===== config.mk =====
export PLATFORM = sky130hd
export DESIGN_NAME = bus_region_decoder
export DESIGN_NICKNAME = d
export VERILOG_FILES = /design/src/rtl/bus_decode_pkg.sv /design/src/rtl/ws_timer.sv /design/src/rtl/bus_region_decoder.sv
export SDC_FILE = /design/constraint.sdc
export NUM_CORES = 1
export LEC_CHECK = 0
export CORE_ASPECT_RATIO = 1.25
export CORE_MARGIN = 2
export CORE_UTILIZATION = 50
export CTS_CLUSTER_SIZE = 20
export DETAILED_ROUTE_END_ITERATION = 10
export DONT_BUFFER_PORTS = 1
export SYNTH_ARGS = -nofsm -noshare
export SYNTH_HDL_FRONTEND = slang
export SYNTH_HIERARCHICAL = 1
export SYNTH_SLANG_ARGS = --single-unit
export TNS_END_PERCENT = 100

===== constraint.sdc =====
create_clock -name i_clk -period 6 [get_ports i_clk]
set_input_delay 1.2 -clock i_clk [delete_from_list [all_inputs] [get_ports i_clk]]
set_output_delay 1.2 -clock i_clk [all_outputs]
set_load 0.02 [all_outputs]

===== src/rtl/bus_decode_pkg.sv =====
// bus_decode_pkg: ctrl bit positions, config register offsets and wait-state FSM states
package bus_decode_pkg;
  localparam int CTRL_EN = 0;
  localparam int CTRL_QQ = 1;
  localparam int CTRL_EXT = 2;
  localparam int CTRL_WS_LSB = 3;
  localparam int CTRL_WS_W = 3;
  localparam logic [1:0] OFF_BASE = 2'd0;
  localparam logic [1:0] OFF_LIMIT = 2'd1;
  localparam logic [1:0] OFF_CTRL = 2'd2;
  typedef enum logic [1:0] {IDLE, WAIT, HOLD} ws_state_t;
endpackage


===== src/rtl/ws_timer.sv =====
// ws_timer: wait-state FSM that holds mrdy low for ws clocks after a bus cycle starts
module ws_timer
  import bus_decode_pkg::*;
(
  input  logic       clk,
  input  logic       rst,
  input  logic       start,
  input  logic       enable,
  input  logic [2:0] ws,
  output logic       mrdy
);
  ws_state_t state;
  logic [2:0] cnt;
  always_ff @(posedge clk)
    if (rst) begin
      state <= IDLE;
      cnt <= 3'd0;
      mrdy <= 1'b1;
    end else
      case (state)
        IDLE: if (start) begin
          state <= ws != 3'd0 ? WAIT : HOLD;
          cnt <= ws;
          mrdy <= ws == 3'd0;
        end
        WAIT: if (!enable || cnt == 3'd1) begin
          state <= enable ? HOLD : IDLE;
          mrdy <= 1'b1;
        end else begin
          cnt <= cnt - 3'd1;
          mrdy <= 1'b0;
        end
        HOLD: begin
          mrdy <= 1'b1;
          if (!enable) state <= IDLE;
        end
        default: begin
          state <= IDLE;
          mrdy <= 1'b1;
        end
      endcase
endmodule


===== src/rtl/bus_region_decoder.sv =====
// bus_region_decoder: 6809 page-granular region decoder with a writable config window
module bus_region_decoder
  import bus_decode_pkg::*;
#(
  parameter int ADDR_W = 16,
  parameter int N_REG = 4,
  parameter logic [ADDR_W-1:0] CFG_BASE = ADDR_W'(16'hA010),
  parameter logic [N_REG*8-1:0] RST_BASE = (N_REG*8)'(16'h3010),
  parameter logic [N_REG*8-1:0] RST_LIMIT = (N_REG*8)'(16'h3F1F),
  parameter logic [N_REG*8-1:0] RST_CTRL = (N_REG*8)'(16'h0701)
) (
  input  logic              i_clk,
  input  logic              i_reset,
  input  logic [ADDR_W-1:0] i_address,
  input  logic              i_enable,
  input  logic              i_Q,
  input  logic              i_rw,
  input  logic [7:0]        i_data,
  input  logic [N_REG-1:0]  i_ext_grant_n,
  output logic [N_REG-1:0]  o_ce,
  output logic              o_cfg_ce,
  output logic [7:0]        o_cfg_rdata,
  output logic              o_hit,
  output logic              o_mrdy
);
  logic [7:0] base [N_REG];
  logic [7:0] limit [N_REG];
  logic [5:0] ctrl [N_REG];
  logic en_q, start, wr;
  logic [7:0] page, rdata;
  logic [ADDR_W-1:0] off;
  logic [N_REG-1:0] raw;
  logic [2:0] ws;
  assign page = i_address[ADDR_W-1 -: 8];
  assign off = i_address - CFG_BASE;
  assign o_cfg_ce = i_enable && i_address >= CFG_BASE && off < ADDR_W'(4 * N_REG);
  always_comb begin
    raw = '0;
    for (int i = 0; i < N_REG; i++)
      raw[i] = i_enable && ctrl[i][CTRL_EN] && page >= base[i] && page <= limit[i]
        && (!ctrl[i][CTRL_QQ] || i_Q) && (!ctrl[i][CTRL_EXT] || i_ext_grant_n[i]);
  end
  // isolating the lowest set bit keeps o_ce one-hot; the config window masks everything
  assign o_ce = o_cfg_ce ? '0 : raw & -raw;
  assign o_hit = |o_ce || o_cfg_ce;
  always_comb begin
    ws = 3'd0;
    rdata = 8'h00;
    for (int i = 0; i < N_REG; i++) begin
      if (o_ce[i]) ws = ctrl[i][CTRL_WS_LSB +: CTRL_WS_W];
      if (off[4:2] == 3'(i))
        rdata = off[1:0] == OFF_BASE ? base[i] : off[1:0] == OFF_LIMIT ? limit[i] :
                off[1:0] == OFF_CTRL ? {2'b00, ctrl[i]} : 8'h00;
    end
  end
  assign o_cfg_rdata = o_cfg_ce ? rdata : 8'h00;
  assign start = i_enable && !en_q;
  assign wr = start && !i_rw && o_cfg_ce;
  always_ff @(posedge i_clk)
    if (i_reset) begin
      en_q <= 1'b0;
      for (int i = 0; i < N_REG; i++) begin
        base[i] <= RST_BASE[8*i +: 8];
        limit[i] <= RST_LIMIT[8*i +: 8];
        ctrl[i] <= RST_CTRL[8*i +: 6];
      end
    end else begin
      en_q <= i_enable;
      for (int i = 0; i < N_REG; i++)
        if (wr && off[4:2] == 3'(i)) begin
          if (off[1:0] == OFF_BASE) base[i] <= i_data;
          if (off[1:0] == OFF_LIMIT) limit[i] <= i_data;
          if (off[1:0] == OFF_CTRL) ctrl[i] <= i_data[5:0];
        end
    end
  ws_timer u_ws (
    .clk(i_clk),
    .rst(i_reset),
    .start(start),
    .enable(i_enable),
    .ws(ws),
    .mrdy(o_mrdy)
  );
endmodule


==> impl_metrics.yaml, run 1 <==
critical_path:
  crit_start: "i_address[8]"
  setup.worst_path.class: "input pin to output port"
  worst_setup_path_start_kind: "input pin"
  cp-endpoint: "o_ce[3]"
  crit-reg2reg-launch: "base[0][0]$_SDFFCE_PN0P_"
  rr_endpoint: "u_ws/mrdy$_SDFFE_PP1P_"
  critical_path_arrival_ns: 3.68
  critPathMaxFanout: 8
  r2r_cells: 11
  required_ns: 4.80
  reg2reg_setup_slack_ns: 2.49
  worst_setup_path_end_kind: "output port"
sta:
  timing.final.ws_setup_ns: 1.116
  layout_worst_path_cycle_share: 0.8139
  timing_worst_slew_pin_value_ns: 0.8975
  timing.final.crit_period_ns: 4.884
  maxSlewHeadroom: 0.4001
  max_freq_mhz: 204.8
  setup_repair_after_global_routing_missed_its_margin: "no"
  slew_viol_final: 0
  fin_tns_setup_ns: 0
  skew_ns: 0.006149
  setup_failing_eps_final: 0
  hold_violations: 0
clock_tree:
  htreeDepth: 3
  cts_buffers: 9
  cts.clk_slew.worst_paths_ns: 0.06
  cts_root_buffer: "sky130_fd_sc_hd__clkbuf_16"
  total_setup_buffers_inserted_after_cts: 0
  cts_tree: "built"
  clock_insertion_delay_worst_skew_ns: 0.34
  ctsResizeCount: 0
  cts_max_path_buffers: 2
  holdBufCountCts: 0
  clock_sink_count: 95
floorplanning:
  die-area_mm2: 0.01400
  floorplan.die.width_um: 106.2
  floorplan.io_pins: 48
  floorplan.die.height_um: 131.8
  start_util: 0.5137
  rows: 46
  core_area_mm2: 0.01272
grt:
  first_global_vias: 4818
  antenna_found_initial: 0
  global_route.usage.total: 0.2673
  grt.overflow.total: 0
  grt_max_degree: 36
  grt_pass1_wl_um: 27770
synth:
  synth_seq_area_share: 0.4259
  ys_seq_elements: 95
  synth_area_mm2: 0.006534
  synth_cell_type_count: 61
  ys_async_sr_fraction: 0
  synth_edf_count: 88
  synthesized_netlist_net_count: 742
  netlist_instances: 643
  synth_flop_cell: "sky130_fd_sc_hd__edfxtp_1"
  syn_area_per_cell_um2: 10.16
  yosys_warnings: 6
place:
  routability_congestion: 0.9744
  port_buffers: 0
  dpl_cell_area_mm2: 0.006620
  hpwl_um: 13680
  place_worst_setup_slack_ns: 1.103
detailed_routing:
  routed_via_density: 6.055
  detail_route.iter0.violations: 402
  ant_nets: 0
  via_count: 4826
  postRouteWirelength_um: 18200
  wl_per_cell_um: 22.84
  drc: 0
  drt-pass1-iter-count: 5
run:
  max_cap_violations: 0
cells_and_area:
  drive_gt1_frac: 0.06359
  area_added_between_synthesis_and_finish_pct: 5.400
  total_inserted_antenna_cells: 0
  nets: 723
  final_design_area_no_fill_mm2: 0.006887
power_and_ir_drop:
  max-vdd-ir-drop_mv: 0.1299
  power_density_mw_per_mm2: 209.4
  leakage_power_nw: 2.735
min_path:
  min_path_type: "register to register"
status:
  status: "completed"
==> cell usage after synthesis (2+ instances only) <==
library cell	number	share of area
sky130_fd_sc_hd__and4b_1	2	0.0031
sky130_fd_sc_hd__nor4_2	2	0.0038
sky130_fd_sc_hd__a221oi_1	4	0.0054
sky130_fd_sc_hd__nand2b_1	14	0.013
sky130_fd_sc_hd__a221o_1	4	0.0061
sky130_fd_sc_hd__o21a_1	5	0.0057
sky130_fd_sc_hd__or4_1	2	0.0023
sky130_fd_sc_hd__nor2_1	54	0.031
sky130_fd_sc_hd__ha_1	66	0.13
sky130_fd_sc_hd__buf_1	3	0.0017
sky130_fd_sc_hd__nand4_1	9	0.0086
sky130_fd_sc_hd__nand2_1	22	0.013
sky130_fd_sc_hd__clkbuf_1	23	0.013
sky130_fd_sc_hd__o211ai_1	6	0.0069
sky130_fd_sc_hd__buf_2	3	0.0023
sky130_fd_sc_hd__nand3_1	6	0.0046
sky130_fd_sc_hd__inv_1	75	0.043
sky130_fd_sc_hd__or2_2	5	0.0048
sky130_fd_sc_hd__or2_1	3	0.0029
sky130_fd_sc_hd__or3_1	8	0.0077
sky130_fd_sc_hd__edfxtp_1	88	0.40
sky130_fd_sc_hd__dfxtp_1	7	0.021
sky130_fd_sc_hd__mux2i_1	28	0.043
sky130_fd_sc_hd__a211o_1	3	0.0040
sky130_fd_sc_hd__mux4_2	10	0.034
sky130_fd_sc_hd__a2111oi_0	5	0.0067
sky130_fd_sc_hd__nor3b_1	3	0.0034
sky130_fd_sc_hd__a21oi_1	47	0.036
sky130_fd_sc_hd__nor3_1	22	0.017
sky130_fd_sc_hd__a21o_1	9	0.010
sky130_fd_sc_hd__o21ai_0	6	0.0046
sky130_fd_sc_hd__o32ai_1	4	0.0054
sky130_fd_sc_hd__o21bai_1	6	0.0069
sky130_fd_sc_hd__and2_1	46	0.044
sky130_fd_sc_hd__o22ai_1	2	0.0019
sky130_fd_sc_hd__nor2b_1	11	0.011
sky130_fd_sc_hd__nor4_1	6	0.0057
==> report_power, final <==
| part | leakage, nW | total, mW | switching [mW] | internal (mW) |
|---|---|---|---|---|
| clock | 0.126 | 0.522 | 0.243 | 0.279 |
| sequential | 0.961 | 0.754 | 0.0146 | 0.739 |
| combinational | 1.65 | 0.166 | 0.0952 | 0.0710 |
| total | 2.73 | 1.44 | 0.353 | 1.09 |
==> stage by stage <==
| step | util | std cells | total power [mW] | hold slack, ns |
|---|---|---|---|---|
| after floorplan | - | 643 | 0.9019 | 0.4385 |
| after global placement | 0.5205 | 781 | 0.9249 | 0.4483 |
| after detailed placement | 0.5205 | 781 | 0.9317 | 0.4628 |
| after CTS | 0.5414 | 797 | 1.446 | 0.4720 |
| after global routing | 0.5414 | 797 | 1.496 | 0.5129 |
| final | 0.5414 | 797 | 1.442 | 0.4806 |
==> state kept, by name (all words and copies together), names as in the netlist <==
name and count:
u_ws/mrdy 1, u_ws/cnt 3, limit 32, u_ws/state 2, ctrl 24, en_q 1, base 32
==> worst min path at each step <==
stage                     cells after the start                        to                startpoint  slack [ns]
final                                         2  u_ws/cnt[1]$_SDFFE_PP0P_  u_ws/cnt[1]$_SDFFE_PP0P_        0.48
after global routing                          2  u_ws/cnt[1]$_SDFFE_PP0P_  u_ws/cnt[1]$_SDFFE_PP0P_        0.51
after CTS                                     2  u_ws/cnt[1]$_SDFFE_PP0P_  u_ws/cnt[1]$_SDFFE_PP0P_        0.47
after detailed placement                      2  u_ws/cnt[1]$_SDFFE_PP0P_  u_ws/cnt[1]$_SDFFE_PP0P_        0.46
after global placement                        2  u_ws/cnt[1]$_SDFFE_PP0P_  u_ws/cnt[1]$_SDFFE_PP0P_        0.45
after floorplan                               2  u_ws/cnt[1]$_SDFFE_PP0P_  u_ws/cnt[1]$_SDFFE_PP0P_        0.44
==> cell type report <==
type	count	area (um2)
Fill cell	1143	5833
Multi-Input combinational cell	441	3334
Sequential cell	95	2783
Inverter	76	285.3
Clock buffer	10	229.0
Tap cell	168	210.2
Clock inverter	6	37.54
Timing Repair Buffer	1	7.507
==> layer usage <==
metal | global-route usage | share of wire
met3 | 0.05635 | 0.065
met2 | 0.4295 | 0.48
met4 | 0.1411 | 0.057
met5 | 0 | 0
met1 | 0.3376 | 0.40
==> worst max-delay path, stage by stage <==
cell and delay [ns]:
sky130_fd_sc_hd__inv_1 0.32, sky130_fd_sc_hd__ha_1 0.31, sky130_fd_sc_hd__nand2b_1 0.14, sky130_fd_sc_hd__a2111oi_0 0.39
sky130_fd_sc_hd__or4_1 0.18, sky130_fd_sc_hd__o21ai_2 0.07, sky130_fd_sc_hd__a21o_4 0.26, sky130_fd_sc_hd__nor4b_2 0.80
==> cells in the final DEF (no fill, tap or decap), types with 9 or more instances in the layout <==
cell type | netlist | routed
sky130_fd_sc_hd__clkbuf_16 | 0 | 9
sky130_fd_sc_hd__ha_1 | 66 | 66
sky130_fd_sc_hd__nor2_1 | 54 | 54
sky130_fd_sc_hd__mux4_2 | 10 | 10
sky130_fd_sc_hd__nand4_1 | 9 | 9
sky130_fd_sc_hd__mux2i_1 | 28 | 28
sky130_fd_sc_hd__a21o_1 | 9 | 9
sky130_fd_sc_hd__nand2_1 | 22 | 22
sky130_fd_sc_hd__nand2b_1 | 14 | 14
sky130_fd_sc_hd__nor2b_1 | 11 | 11
sky130_fd_sc_hd__inv_1 | 75 | 75
sky130_fd_sc_hd__nor3_1 | 22 | 22
sky130_fd_sc_hd__and2_1 | 46 | 46
sky130_fd_sc_hd__a21oi_1 | 47 | 47
sky130_fd_sc_hd__edfxtp_1 | 88 | 88
==> kinds of logic (layout without fill, tap and decap cells) <==
group | count (synthesis) | in the layout | synth area share
multiplexers | 38 | 38 | 0.07737
adder cells (fa/ha/maj) | 66 | 66 | 0.1264
AND/OR/NAND/NOR | 225 | 225 | 0.1911
AO/OA/AOI/OAI | 112 | 112 | 0.1155
flip-flops | 95 | 95 | 0.4259
buffers and inverters | 107 | 93 | 0.06377
Note: power is estimated with default switching activity, not from simulation.
==> run 2: changes to the inputs <==
==> constraint.sdc (replaced) <==
create_clock -name i_clk -period 4.88 [get_ports i_clk]
set_input_delay 0.976 -clock i_clk [delete_from_list [all_inputs] [get_ports i_clk]]
set_output_delay 0.976 -clock i_clk [all_outputs]
set_load 0.02 [all_outputs]
==> run 2 against run 1 <==
Compared with the run above: sequential share of layout area fell by 0.32 points; clock-buffer cell count increased by 2; clock skew shrank 0.00060 ns; combinational power is 21% higher; total power up 30%; core utilization rose by 0.43 points; worst setup slack lost 0.34 ns; largest power group unchanged; highest routed layer unchanged.
==> impl_metrics.yaml, run 2 (synthesis results as in run 1) <==
floorplanning:
  rows: 46
  floorplan.io_pins: 48
  start_util: 0.5137
  floorplan.die.width_um: 106.2
  floorplan.die.height_um: 131.8
  die-area_mm2: 0.01400
  core_area_mm2: 0.01272
clock_tree:
  cts_tree: "built"
  cts_max_path_buffers: 2
  cts.clk_slew.worst_paths_ns: 0.06
  holdBufCountCts: 0
  clock_insertion_delay_worst_skew_ns: 0.35
  htreeDepth: 3
  cts_root_buffer: "sky130_fd_sc_hd__clkbuf_16"
  total_setup_buffers_inserted_after_cts: 0
  cts_buffers: 9
  ctsResizeCount: 0
  clock_sink_count: 95
detailed_routing:
  via_count: 4911
  postRouteWirelength_um: 18160
  wl_per_cell_um: 22.73
  routed_via_density: 6.146
  drt-pass1-iter-count: 7
  drc: 0
  detail_route.iter0.violations: 367
  ant_nets: 0
cells_and_area:
  most_frequent_cells_in_the_layout: "sky130_fd_sc_hd__edfxtp_1, sky130_fd_sc_hd__inv_1, sky130_fd_sc_hd__ha_1"
  fillerInstances: 1128
  nets: 725
  ff_latch_area_mm2: 0.002783
  area_added_between_synthesis_and_finish_pct: 6.243
  multi_input_comb_area_mm2: 0.003334
  drive_gt1_frac: 0.06498
  leading_cell_type_in_the_layout_fill_and_taps_excluded: "sky130_fd_sc_hd__edfxtp_1"
  total_inserted_antenna_cells: 0
  cell_count_final_fillers_out: 799
  largest_registers: "base x32, limit x32, ctrl x24"
sta:
  slew_viol_final: 0
  timing_worst_slew_pin_value_ns: 0.7536
  max_freq_mhz: 244.0
  layout_worst_path_cycle_share: 0.8399
  timing.final.crit_period_ns: 4.099
  fin_tns_setup_ns: 0
  setup_failing_eps_final: 0
  hold_violations: 0
  skew_ns: 0.005551
  setup_repair_after_global_routing_missed_its_margin: "no"
  maxSlewHeadroom: 0.4966
power_and_ir_drop:
  power_density_mw_per_mm2: 270.1
  leakage_power_nw: 2.769
  max-vdd-ir-drop_mv: 0.1844
critical_path:
  crit_start: "i_address[8]"
  crit-reg2reg-launch: "base[0][6]$_SDFFCE_PN0P_"
  worst_setup_path_start_kind: "input pin"
  r2r_cells: 12
  required_ns: 3.90
  rr_endpoint: "u_ws/state[1]$_SDFFE_PP0P_"
  critPathMaxFanout: 8
  setup.worst_path.class: "input pin to output port"
  reg2reg_setup_slack_ns: 1.60
  critical_path_arrival_ns: 3.12
  worst_setup_path_end_kind: "output port"
grt:
  global_route.usage.total: 0.2710
  grt.overflow.total: 0
  first_global_vias: 4852
  grt_pass1_wl_um: 28110
  antenna_found_initial: 0
  grt_max_degree: 36
min_path:
  worstHoldEndpoint: "u_ws/cnt[1]$_SDFFE_PP0P_"
  min_path_type: "register to register"
  hold_path.startpoint: "u_ws/cnt[1]$_SDFFE_PP0P_"
  whs_path_depth: 2
place:
  routability_congestion: 0.9415
  numPlacedInstances: 783
  hpwl_um: 13570
  port_buffers: 0
run:
  max_cap_violations: 0
status:
  status: "completed"
-- run 2: final cells by class --
| cell class | count | share of cell area |
|---|---|---|
| clock buffer | 12 | 0.03407 |
| clock inverter | 4 | 0.01009 |
| inverter | 76 | 0.04110 |
| multi-input combinational | 441 | 0.4804 |
| sequential | 95 | 0.4009 |
| tap | 168 | 0.03028 |
| timing repair buffer | 3 | 0.003244 |
-- run 2: metal layers --
layer  wire (um)  vias up  share of wire  track usage
met3        1195       45          0.066      0.03707
met5           0        -              0            0
li1            -     2295              -            -
met2        8610      207           0.47       0.4327
met1        7343     2364           0.40       0.3475
met4        1008        0          0.056       0.1674
-- run 2: worst max path at each step --
stage,to,slack (ns)
finish,o_ce[3],0.78
CTS,o_ce[3],0.79
global route,o_ce[3],0.59
detailed placement,u_ws/state[1]$_SDFFE_PP0P_,0.75
floorplan,o_ce[3],0.95
global placement,u_ws/state[1]$_SDFFE_PP0P_,0.82
-- run 2: worst max-delay path, cell delays in order --
cell and delay (ns):
sky130_fd_sc_hd__inv_1 0.34, sky130_fd_sc_hd__ha_1 0.31, sky130_fd_sc_hd__nor3b_1 0.22, sky130_fd_sc_hd__nor2_1 0.07
sky130_fd_sc_hd__a2111oi_0 0.26, sky130_fd_sc_hd__o21ai_0 0.15, sky130_fd_sc_hd__nand3_1 0.30, sky130_fd_sc_hd__nor4b_2 0.28
sky130_fd_sc_hd__buf_4 0.21
-- run 2: report_power, final --
group	total, mW	switching (mW)	internal [mW]
Sequential	0.927	0.0183	0.909
Combinational	0.201	0.114	0.0869
Clock	0.747	0.299	0.448
-- run 2: metrics by stage --
| step | hold slack (ns) | utilization | cell area (um2) | total power, mW | setup WS [ns] |
|---|---|---|---|---|---|
| 2_1_floorplan | 0.4385 | - | 6534 | 1.109 | 0.9540 |
| 3_3_place_gp | 0.4519 | 0.5216 | 6635 | 1.136 | 0.8214 |
| 3_5_place_dp | 0.4643 | 0.5216 | 6635 | 1.143 | 0.7518 |
| 4_1_cts | 0.4729 | 0.5457 | 6942 | 1.874 | 0.7932 |
| 5_1_grt | 0.4910 | 0.5457 | 6942 | 1.937 | 0.5891 |
| 6_report | 0.4751 | 0.5457 | 6942 | 1.875 | 0.7812 |
==> run 3: changes to the inputs <==
==> constraint.sdc (replaced) <==
create_clock -name i_clk -period 3.8 [get_ports i_clk]
set_input_delay 0.76 -clock i_clk [delete_from_list [all_inputs] [get_ports i_clk]]
set_output_delay 0.76 -clock i_clk [all_outputs]
set_load 0.02 [all_outputs]
==> run 3 against run 2 <==
Compared with the run above: cell area increased by 1.8%; clock power increased by 26%; global-route usage increased by 1.3 points; final cell count increased by 2.3%; register-to-register slack got worse by 1.0 ns; clock-buffer cell count decreased by 3; die area unchanged; total power increased by 28%; sequential power increased by 28%; worst setup slack got worse by 0.64 ns; non-clock buffer count increased by 18; sequential share of layout area decreased by 0.72 points; highest routed layer unchanged.
==> impl_metrics.yaml, run 3 (synthesis results as in run 1) <==
status:
  status: "completed"
clock_tree:
  cts_tree: "built"
  cts_max_path_buffers: 2
  clock_sink_count: 95
  holdBufCountCts: 0
  cts_root_buffer: "sky130_fd_sc_hd__clkbuf_16"
  total_setup_buffers_inserted_after_cts: 0
  cts.clk_slew.worst_paths_ns: 0.08
  clock_insertion_delay_worst_skew_ns: 0.35
  htreeDepth: 3
  cts_buffers: 9
  ctsResizeCount: 0
detailed_routing:
  routed_via_density: 6.100
  postRouteWirelength_um: 19060
  wl_per_cell_um: 23.32
  detail_route.iter0.violations: 380
  drt-pass1-iter-count: 5
  via_count: 4984
  ant_nets: 0
  drc: 0
cells_and_area:
  largest_registers: "base x32, limit x32, ctrl x24"
  area_added_between_synthesis_and_finish_pct: 8.196
  total_inserted_antenna_cells: 0
  most_frequent_cells_in_the_layout: "sky130_fd_sc_hd__edfxtp_1, sky130_fd_sc_hd__inv_1, sky130_fd_sc_hd__ha_1"
  nets: 743
  drive_gt1_frac: 0.09553
  leading_cell_type_in_the_layout_fill_and_taps_excluded: "sky130_fd_sc_hd__edfxtp_1"
grt:
  grt_pass1_wl_um: 29590
  grt_max_degree: 36
  global_route.usage.total: 0.2838
  first_global_vias: 5134
  grt.overflow.total: 0
  antenna_found_initial: 0
floorplanning:
  core_area_mm2: 0.01272
  floorplan.die.height_um: 131.8
  floorplan.io_pins: 48
  floorplan.die.width_um: 106.2
  start_util: 0.5137
  rows: 46
  die-area_mm2: 0.01400
critical_path:
  worst_setup_path_end_kind: "output port"
  worst_setup_path_start_kind: "input pin"
  critPathMaxFanout: 8
  required_ns: 3.04
  critical_path_arrival_ns: 2.90
  setup.worst_path.class: "input pin to output port"
sta:
  layout_worst_path_cycle_share: 0.9628
  fin_tns_setup_ns: 0
  setup_repair_after_global_routing_missed_its_margin: "no"
  timing.final.ws_setup_ns: 0.1414
  hold_violations: 0
  slew_viol_final: 0
  timing_worst_slew_pin_value_ns: 0.7886
  maxSlewHeadroom: 0.4732
  skew_ns: 0.01178
  timing.final.crit_period_ns: 3.659
  setup_failing_eps_final: 0
  max_freq_mhz: 273.3
power_and_ir_drop:
  leakage_power_nw: 2.851
  max-vdd-ir-drop_mv: 0.2089
  power_density_mw_per_mm2: 338.9
place:
  port_buffers: 0
  place_worst_setup_slack_ns: 0.03820
  hpwl_um: 14330
  routability_congestion: 0.9132
min_path:
  min_path_type: "input pin to register"
run:
  max_cap_violations: 0
==> run 3: cell count changes in the layout (fill, tap and decap cells not counted), sizes merged <==
cell,delta
inv,+2
buf,+18
bufinv,-1
clkinvlp,+1
clkbuf,-3
clkinv,+1
==> run 3: layout make-up <==
class                      count  area (um2)
clock buffer                   9       225.2
clock inverter                 7       70.07
fill                        1121        5650
inverter                      76       289.0
multi-input combinational    441        3334
sequential                    95        2783
tap                          168       210.2
timing repair buffer          21       157.7
==> run 3: per-layer routing <==
| metal | up-vias | global-route usage | wire [um] |
|---|---|---|---|
| li1 | 2324 | - | - |
| met1 | 2443 | 0.3432 | 7450 |
| met2 | 165 | 0.4886 | 9706 |
| met3 | 52 | 0.05339 | 1112 |
| met4 | 0 | 0.1272 | 786 |
| met5 | - | 0 | 0 |
==> run 3: stage by stage <==
stage          total power [mW]  utilization  instances  area (um2)  hold slack [ns]
2_1_floorplan             1.424            -        643        6534           0.4385
3_3_place_gp              1.467       0.5323        801        6770           0.4501
3_5_place_dp              1.477       0.5323        801        6770           0.4639
4_1_cts                   2.388       0.5555        817        7066           0.4743
5_1_grt                   2.472       0.5558        817        7069           0.4657
6_report                  2.396       0.5558        817        7069           0.4692
==> run 3: worst paths after layout <==
path	from	to	slack [ns]	cells after the start
min reg2reg	u_ws/cnt[1]$_SDFFE_PP0P_	u_ws/cnt[1]$_SDFFE_PP0P_	0.47	2
max	i_address[8]	o_ce[3]	0.14	10
min	i_reset	u_ws/cnt[0]$_SDFFE_PP0P_	0.47	1
max reg2reg	base[0][6]$_SDFFCE_PN0P_	u_ws/state[1]$_SDFFE_PP0P_	0.56	12
==> run 3: worst max-delay path: stages <==
cell and delay (ns):
sky130_fd_sc_hd__clkinvlp_4 0.20, sky130_fd_sc_hd__ha_1 0.35, sky130_fd_sc_hd__nand2b_1 0.14, sky130_fd_sc_hd__a2111oi_0 0.35, sky130_fd_sc_hd__or4_1 0.18, sky130_fd_sc_hd__o21ai_2 0.06
sky130_fd_sc_hd__a21o_4 0.26, sky130_fd_sc_hd__nor4b_2 0.27, sky130_fd_sc_hd__buf_4 0.17, sky130_fd_sc_hd__buf_4 0.14
==> run 3: report_power, final <==
| part | internal [mW] | leakage [nW] | switching [mW] |
|---|---|---|---|
| Sequential | 1.17 | 0.961 | 0.0241 |
| Clock | 0.514 | 0.148 | 0.426 |
| Combinational | 0.118 | 1.74 | 0.148 |
